$ cat src/rtl/pc_fetch_unit.sv
// rtl/pc_fetch_unit.sv - PC register and request/valid instruction fetch stage
// Optional MISALIGN_CHECK_EN: trap misaligned JR targets into a sticky flag.
module pc_fetch_unit #(
  parameter logic [31:0] RESET_PC = 32'h0000_0000
) (
  input  logic        clk,
  input  logic        reset,
  input  logic [31:0] extended_constant,
  input  logic        branch_taken,
  input  logic        jump,
  input  logic [25:0] jump_index,
  input  logic        jr,
  input  logic [31:0] jr_target,
  input  logic        advance,
  input  logic        stall,
  output logic        imem_req,
  output logic [31:0] imem_addr,
  input  logic [31:0] imem_rdata,
  input  logic        imem_valid,
  output logic [31:0] instr,
  output logic        instr_valid,
  output logic [31:0] pc,
  output logic [31:0] pc_plus4,
  output logic        misaligned
);

  typedef enum logic [1:0] {IDLE, REQ, WAIT, HOLD} state_t;

  state_t      state, state_next;
  logic [31:0] next_pc;
  logic        pc_load;
  logic        capture;

  assign pc_plus4  = pc + 32'd4;
  assign imem_addr = pc;
  assign pc_load   = (state == HOLD) && advance && !stall;
  assign capture   = (state == WAIT) && imem_valid;

`ifdef MISALIGN_CHECK_EN
  logic jr_misaligned;
  assign jr_misaligned = jr && (jr_target[1:0] != 2'b00);
`endif

  // Target select: jr > jump > branch > sequential.
  always_comb begin
    next_pc = pc_plus4;
    if (jr) begin
`ifdef MISALIGN_CHECK_EN
      next_pc = jr_misaligned ? pc_plus4 : (jr_target & 32'hFFFF_FFFC);
`else
      next_pc = jr_target & 32'hFFFF_FFFC;
`endif
    end else if (jump) begin
      next_pc = {pc_plus4[31:28], jump_index, 2'b00};
    end else if (branch_taken) begin
      next_pc = pc_plus4 + (extended_constant << 2);
    end
  end

  always_comb begin
    state_next = state;
    imem_req   = 1'b0;
    case (state)
      IDLE: state_next = REQ;
      REQ: begin
        imem_req   = 1'b1;
        state_next = WAIT;
      end
      WAIT: if (imem_valid) state_next = HOLD;
      HOLD: if (advance && !stall) state_next = REQ;
      default: state_next = IDLE;
    endcase
  end

  always_ff @(posedge clk) begin
    if (reset) begin
      state       <= IDLE;
      pc          <= RESET_PC;
      instr       <= 32'd0;
      instr_valid <= 1'b0;
    end else begin
      state       <= state_next;
      instr_valid <= (state_next == HOLD);
      if (capture) instr <= imem_rdata;
      if (pc_load) pc <= next_pc;
    end
  end

`ifdef MISALIGN_CHECK_EN
  always_ff @(posedge clk) begin
    if (reset) misaligned <= 1'b0;
    else if (pc_load && jr_misaligned) misaligned <= 1'b1;
  end
`else
  assign misaligned = 1'b0;
`endif

endmodule
$ cat config.mk
export PLATFORM = sky130hd
export DESIGN_NAME = pc_fetch_unit
export DESIGN_NICKNAME = d
export VERILOG_FILES = /design/src/rtl/pc_fetch_unit.sv
export SDC_FILE = /design/constraint.sdc
export NUM_CORES = 1
export LEC_CHECK = 0
export ABC_AREA = 1
export ABC_CLOCK_PERIOD_IN_PS = 2700
export BUFFER_PORTS_ARGS = -buffer_cell sky130_fd_sc_hd__buf_2
export CAP_MARGIN = 20
export CORE_UTILIZATION = 46
export CTS_CLUSTER_SIZE = 24
export DETAILED_ROUTE_END_ITERATION = 10
export GPL_ROUTABILITY_DRIVEN = 1
export MAX_ROUTING_LAYER = met4
export PLACE_DENSITY = 0.79
export SYNTH_ARGS = -nofsm -noshare
export SYNTH_HDL_FRONTEND = slang
export SYNTH_SLANG_ARGS = --single-unit
$ cat constraint.sdc
create_clock -name clk -period 2.7 [get_ports clk]
set_input_delay 0.405 -clock clk [delete_from_list [all_inputs] [get_ports clk]]
set_output_delay 0.405 -clock clk [all_outputs]
set_load 0.1 [all_outputs]
==> flow_metrics.env, run 1 <==
export IMPL_antenna_found_initial=0
export IMPL_firstDrtPassIters=6
export IMPL_final_util_pct=76.8
export IMPL_r2r_slack_ps=-210
export IMPL_timing_rr_start="imem_addr[8]$_SDFFE_PP0P_"
export IMPL_grt_max_degree=35
export IMPL_critPathSlowestCell="dfxtp_4"
export IMPL_met2_length_mm=13.1
export IMPL_period_share_pct=108
export IMPL_path_clk_slew_ps=60
export IMPL_max_freq_mhz=343
export IMPL_timing_hold_violations_final=0
export IMPL_routed_wl_mm=26.6
export IMPL_grt_use_total_pct=36.0
export IMPL_slew_limit_headroom_pct=50.5
export IMPL_powerDensity_nw_per_um2=311
export IMPL_routabilityCongestion=0.961
export IMPL_fin_ws_ps=-214
export IMPL_cp_required_ps=2930
export IMPL_cap_violations=0
export IMPL_min_delay_worst_endpoint="state[0]$_SDFF_PP0_"
export IMPL_boundaryPins=261
export IMPL_synth_cell_type_count=40
export IMPL_wl_per_cell_um=15.3
export IMPL_timing_rr_end="imem_addr[21]$_SDFFE_PP0P_"
export IMPL_clk_latency_ps=330
export IMPL_fin_tns_setup_ps=-2050
export IMPL_seq_area_frac_synth_pct=19.6
export IMPL_clk_path_buf_depth=2
export IMPL_cts_tree="built"
export IMPL_dr_total_vias=8941
export IMPL_viasPerCell=5.14
export IMPL_nets=1722
export IMPL_cp_cell_sequence="inv_1 > nor3_4 > buf_6 > nand2_4 > nor2_4 > xnor2_4 > clkinvlp_4 > ha_4 > nand2_4 > nor2_4 > inv_2 > nor2_4 > nand4_1 > nand4_1 > nand3_1 > nand2_1 > nand2_2 > nand2_1 > nand2_1"
export IMPL_ys_warn_count=0
export IMPL_maxUsedRoutingLayer="met4"
export IMPL_hold_depth=2
export IMPL_wl_met3_mm=1.89
export IMPL_ys_ff_latch=65
export IMPL_antenna_cells=0
export IMPL_cp_end_kind="flip-flop"
export IMPL_hpwlAfterDp_mm=20.5
export IMPL_numCtsBuffers=9
export IMPL_holdWs_ps=293
export IMPL_drive_above_1_share_pct=45.3
export IMPL_drt_iter0_drc=590
export IMPL_crit_family="simple AND/OR/NAND/NOR gates"
export IMPL_cts_num_sinks=65
export IMPL_ys_flop_type="dfxtp_1"
export IMPL_fillers=1101
export IMPL_core_sq_um=14000
export IMPL_die_w_um=122
export IMPL_setup_worst_path_class="flip-flop to flip-flop"
export IMPL_status="complete, but fails checks"
export IMPL_violations="setup timing"
export IMPL_grt_pass1_vias=8659
export IMPL_drc=0
export IMPL_cp_slowest_stage_delay_ps=350
export IMPL_rsz0062_at_grt="yes"
export IMPL_synth_area_per_cell_sq_um=5.56
export IMPL_cts_htree_levels=3
export IMPL_io_buffer_count=249
export IMPL_min_path_type="input pin to flip-flop"
export IMPL_synthCells=1196
export IMPL_async_flop_share_pct=0
export IMPL_initial_core_util_pct=47.5
export IMPL_grt_pass1_wl_mm=40.5
export IMPL_die_area_sq_um=14900
export IMPL_synth_area_sq_um=6650
export IMPL_cts_hold_buffers=0
export IMPL_p_leak_nw=5.89
export IMPL_setup_viol=20
export IMPL_synth_edf_count=0
export IMPL_ant_nets=0
export IMPL_wl_met1_mm=10.5
export IMPL_layout_min_cycle_time_ps=2910
export IMPL_rr_worst_depth=19
export IMPL_cp_start_kind="flip-flop"
export IMPL_critical_path_peak_fanout=4
export IMPL_drv_slew=0
export IMPL_die_height_um=122
export IMPL_area_growth_pct=61.5
export IMPL_hold_start="reset"
export IMPL_vdd_ir_drop_max_mv=0.523
export IMPL_worstPathArrival_ps=3140
export IMPL_tightest_slew_ps=742
export IMPL_rows=43
export IMPL_fin_skew_ps=7.68
export IMPL_grt_overflow_total=0
export IMPL_cp_num_buf_inv=4
export IMPL_cts_root_buf="clkbuf_16"
[synth_stat cells, drive strengths merged, types with 2 or more instances]
cell,count,area [sq um]
nand2,399,1530
nor2,196,792
inv,169,634
nand3,68,345
dfxtp,65,1300
o21ai,63,319
a21oi,58,290
buf,40,292
ha,36,450
clkbuf,25,104
xor2,19,166
nor3,13,90.1
nand4,10,62.6
o211ai,6,45.0
xnor2,6,52.6
a21o,5,37.5
and2,4,25.0
o22ai,3,18.8
nand3b,2,15.0
or2,2,12.5
[report_power, final]
part / switching (mW) / leakage [nW] / internal [mW]
combinational: 0.898 / 5.20 / 0.350
clock: 0.436 / 0.140 / 0.643
sequential: 0.0296 / 0.549 / 0.985
total: 1.36 / 5.89 / 1.98
[worst reg2reg max path: stages (launching register included)]
cell,delay (ps)
dfxtp_4,350
inv_1,100
nor3_4,240
buf_6,130
nand2_4,60
nor2_4,130
xnor2_4,160
clkinvlp_4,150
ha_4,320
nand2_4,80
nor2_4,130
inv_2,60
nor2_4,130
nand4_1,230
nand4_1,170
nand3_1,90
nand2_1,110
nand2_2,70
nand2_1,60
nand2_1,40
[cells by family (layout without fill, tap and decap cells)]
logic type | after synthesis | after routing | share of synthesized area (%)
xor gates and xnor gates | 25 | 25 | 3.29
adders and majority gates | 37 | 37 | 7.08
DFF | 65 | 65 | 19.6
other | 1 | 7 | 0.0564
AOI/OAI and AO/OA | 139 | 139 | 11.1
and+or+nand+nor | 694 | 694 | 43.3
buffers and inverters | 235 | 593 | 15.6
[per-layer routing]
metal	vias up	global-route usage [%]
li1	4375	-
met1	4024	41.5
met2	454	62.9
met3	88	4.23
met4	0	14.8
met5	-	-
[through the flow]
| step | cells | total power, mW | setup slack [ps] | instance area, sq um |
|---|---|---|---|---|
| after floorplan | 1202 | 1.87 | -625 | 7360 |
| after global placement | 1706 | 2.16 | -381 | 9500 |
| after detailed placement | 1706 | 2.18 | -395 | 9500 |
| after CTS | 1738 | 3.30 | -97.8 | 10400 |
| after global routing | 1740 | 3.47 | -366 | 10700 |
| final | 1740 | 3.34 | -214 | 10700 |
[layout make-up]
class	instances	area (sq um)	share of cell area, %
Multi-Input combinational cell	902	5620	52.4
Timing Repair Buffer	408	2510	23.4
Sequential cell	65	1400	13.1
Inverter	169	706	6.57
Clock buffer	11	243	2.26
Tap cell	180	225	2.10
Clock inverter	5	30.0	0.280
[what timing repair did]
item                                    4_1_cts  5_1_grt
buffers inserted                             16        2
resized for setup                           121       82
cloned                                        0        0
pin swaps                                    68       30
endpoints found under the setup margin       25       30
[registers in the layout (all words and copies together) (netlist names)]
name / count
instr_valid: 1
imem_addr: 30
instr: 32
state: 2
[worst max path at each step]
stage | startpoint | end | slack [ps] | cells after the start
after CTS | imem_addr[2]$_SDFFE_PP0P_ | imem_addr[27]$_SDFFE_PP0P_ | -100 | 23
after floorplan | imem_addr[2]$_SDFFE_PP0P_ | imem_addr[31]$_SDFFE_PP0P_ | -630 | 21
final | imem_addr[8]$_SDFFE_PP0P_ | imem_addr[21]$_SDFFE_PP0P_ | -210 | 19
after global routing | imem_addr[8]$_SDFFE_PP0P_ | imem_addr[26]$_SDFFE_PP0P_ | -370 | 21
after global placement | imem_addr[11]$_SDFFE_PP0P_ | imem_addr[21]$_SDFFE_PP0P_ | -380 | 19
after detailed placement | imem_addr[11]$_SDFFE_PP0P_ | imem_addr[21]$_SDFFE_PP0P_ | -390 | 19
[cell usage in the layout (no fill, tap or decap), drive strengths merged, types with 2 or more instances in the layout]
cell and count:
a21oi 58, clkbuf 14, buf 405, nand3 68, nor2 196, o211ai 6
nand3b 2, xor2 19, clkinvlp 13, nand2 399, and2 4, conb 7
dfxtp 65, ha 36, nor3 13, nand4 10, xnor2 6, o22ai 3
a21o 5, o21ai 63, clkinv 4, inv 157, or2 2
Power figures use the tool's default switching activity.
==> inputs of run 2 (changes only) <==
==> constraint.sdc (replaced) <==
create_clock -name clk -period 2.7 [get_ports clk]
set_input_delay 0.405 -clock clk [delete_from_list [all_inputs] [get_ports clk]]
set_output_delay 0.405 -clock clk [all_outputs]
set_load 0.005 [all_outputs]
==> run 2 against run 1 <==
Critical path depth up 1. The run still ends with setup timing left. Clock skew rose by 4.0 ps. Clock power increased by 26%. Maximum frequency fell by 5.7%. Non-clock buffer count grew 34. Largest cell class unchanged. Critical path type unchanged. Core utilization up 2.6 points. Combinational power is 30% lower.
==> flow_metrics.env, run 2 (same netlist as run 1, synthesis figures left out) <==
export IMPL_timing_hold_violations_final=0
export IMPL_dp_cells=1725
export IMPL_fin_skew_ps=11.7
export IMPL_fillers=929
export IMPL_grt_pass1_vias=8528
export IMPL_cp_start_kind="flip-flop"
export IMPL_regArea_sq_um=1350
export IMPL_crit_family="simple AND/OR/NAND/NOR gates"
export IMPL_max_freq_mhz=324
export IMPL_rows=43
export IMPL_fin_ws_ps=-391
export IMPL_p_seq_share_pct=31.6
export IMPL_setup_viol=21
export IMPL_cts_root_buf="clkbuf_16"
export IMPL_clkPwrFrac_pct=41.8
export IMPL_worstPathArrival_ps=3310
export IMPL_cp_slowest_stage_delay_ps=390
export IMPL_antenna_cells=0
export IMPL_cp_num_buf_inv=2
export IMPL_io_buffer_count=249
export IMPL_largest_register_ffs=32
export IMPL_stdcell_area_sq_um=11100
export IMPL_slew_limit_headroom_pct=31.2
export IMPL_timing_rr_start="imem_addr[7]$_SDFFE_PP0P_"
export IMPL_timing_rr_end="imem_addr[26]$_SDFFE_PP0P_"
export IMPL_final_util_pct=79.4
export IMPL_hpwlAfterDp_mm=20.7
export IMPL_critPathSlowestCell="ha_4"
export IMPL_cap_violations=0
export IMPL_dr_total_vias=9984
export IMPL_critical_path_peak_fanout=4
export IMPL_viasPerCell=5.63
export IMPL_pwr_share_comb_pct=26.6
export IMPL_hold_start="reset"
export IMPL_mostFrequentLayoutCells="281 x nand2_1, 249 x buf_2, 181 x buf_4"
export IMPL_ant_nets=0
export IMPL_p_leak_nw=6.19
export IMPL_multi_input_area_sq_um=5790
export IMPL_grt_overflow_total=0
export IMPL_hold_depth=2
export IMPL_drive_above_1_share_pct=49.3
export IMPL_setup_worst_path_class="flip-flop to flip-flop"
export IMPL_numCtsBuffers=9
export IMPL_rr_worst_depth=20
export IMPL_die_w_um=122
export IMPL_period_share_pct=114
export IMPL_area_growth_pct=67.0
export IMPL_regMostFlops="instr"
export IMPL_firstDrtPassIters=6
export IMPL_pre_cts_ws_ps=-339
export IMPL_cts_htree_levels=3
export IMPL_total_power_mw=3.26
export IMPL_crit_path_frequent_cell="nand2_2"
export IMPL_switchingPower_mw=0.995
export IMPL_netSwitchingFraction_pct=30.5
export IMPL_wl_per_cell_um=17.7
export IMPL_cts_tree="built"
export IMPL_routabilityCongestion=0.950
export IMPL_min_delay_worst_endpoint="state[0]$_SDFF_PP0_"
export IMPL_layout_min_cycle_time_ps=3090
export IMPL_powerDensity_nw_per_um2=294
export IMPL_grt_use_total_pct=36.7
export IMPL_routed_wl_mm=31.3
export IMPL_grt_max_degree=34
export IMPL_initial_core_util_pct=47.5
export IMPL_tightest_slew_ps=1030
export IMPL_cp_cell_sequence="nand2_4 > nor3_4 > nand2_4 > inv_4 > nand2_2 > o21ai_2 > nand2_2 > ha_4 > nand2_4 > nor2_2 > buf_6 > nand2_2 > nor2_1 > nand2_1 > nand4_1 > nand3_1 > nand2_1 > nand2_2 > nand2_2 > nand2_1"
export IMPL_violations="setup timing"
export IMPL_cts_hold_buffers=0
export IMPL_p_int_mw=2.27
export IMPL_rsz0062_at_grt="yes"
export IMPL_drt_iter0_drc=940
export IMPL_cp_end_kind="flip-flop"
export IMPL_drc=0
export IMPL_die_area_sq_um=14900
export IMPL_cp_required_ps=2920
export IMPL_r2r_slack_ps=-390
export IMPL_status="complete, but fails checks"
export IMPL_clk_latency_ps=340
export IMPL_path_clk_slew_ps=60
export IMPL_final_cell_count_no_fill=1773
export IMPL_antenna_found_initial=0
export IMPL_mostFrequentLayoutCell="nand2_1"
export IMPL_boundaryPins=261
export IMPL_clk_path_buf_depth=2
export IMPL_die_height_um=122
export IMPL_dpl_cell_area_sq_um=8960
export IMPL_nets=1756
export IMPL_vdd_ir_drop_max_mv=0.488
export IMPL_core_sq_um=14000
export IMPL_drv_slew=0
export IMPL_worst_path_stages=20
export IMPL_min_path_type="input pin to flip-flop"
export IMPL_cts_num_sinks=65
export IMPL_grt_pass1_wl_mm=41.2
## run 2: metal layers
layer,routed length (um),global-route usage (%)
met5,0,-
met1,10900,42.1
met2,14400,60.0
met4,2650,22.3
met3,3440,5.90
## run 2: through the flow
| stage | hold slack (ps) | setup TNS (ps) |
|---|---|---|
| floorplan | 477 | 0 |
| global placement | 485 | -4390 |
| detailed placement | 496 | -5750 |
| CTS | 285 | -83.0 |
| global route | 294 | -6350 |
| finish | 289 | -3940 |
## run 2: timing repair
item                                    CTS  global route
gates resized for setup                 177           224
buffers inserted                         16            17
pin swaps                                61           122
hold endpoints to repair                  0             0
endpoints found under the setup margin   25            25
gates cloned                              0             0
## run 2: power groups by stage
| stage | sequential (mW) | clock, mW | combinational (mW) |
|---|---|---|---|
| 2_1_floorplan | 1.06 | 0 | 0.341 |
| 3_3_place_gp | 1.05 | 0 | 0.649 |
| 3_5_place_dp | 1.05 | 0 | 0.661 |
| 4_1_cts | 1.03 | 1.36 | 0.738 |
| 5_1_grt | 1.04 | 1.41 | 0.923 |
| 6_report | 1.03 | 1.36 | 0.869 |
## run 2: worst max path at each step
| stage | startpoint | endpoint | slack, ps |
|---|---|---|---|
| floorplan | imem_addr[3]$_SDFFE_PP0P_ | imem_addr[31]$_SDFFE_PP0P_ | 10 |
| global placement | imem_addr[8]$_SDFFE_PP0P_ | imem_addr[23]$_SDFFE_PP0P_ | -310 |
| detailed placement | imem_addr[8]$_SDFFE_PP0P_ | imem_addr[31]$_SDFFE_PP0P_ | -340 |
| CTS | imem_addr[17]$_SDFFE_PP0P_ | imem_addr[31]$_SDFFE_PP0P_ | -40 |
| global route | imem_addr[7]$_SDFFE_PP0P_ | imem_addr[15]$_SDFFE_PP0P_ | -510 |
| finish | imem_addr[7]$_SDFFE_PP0P_ | imem_addr[26]$_SDFFE_PP0P_ | -390 |
## run 2: final cells by class
cell class,count,share of cell area [%]
multi-input cells,902,52.1
repair buffers,442,24.8
flip-flops and latches,65,12.1
inverters,169,5.90
clock buffers,9,2.03
well taps,180,2.03
clock inverters,6,1.05
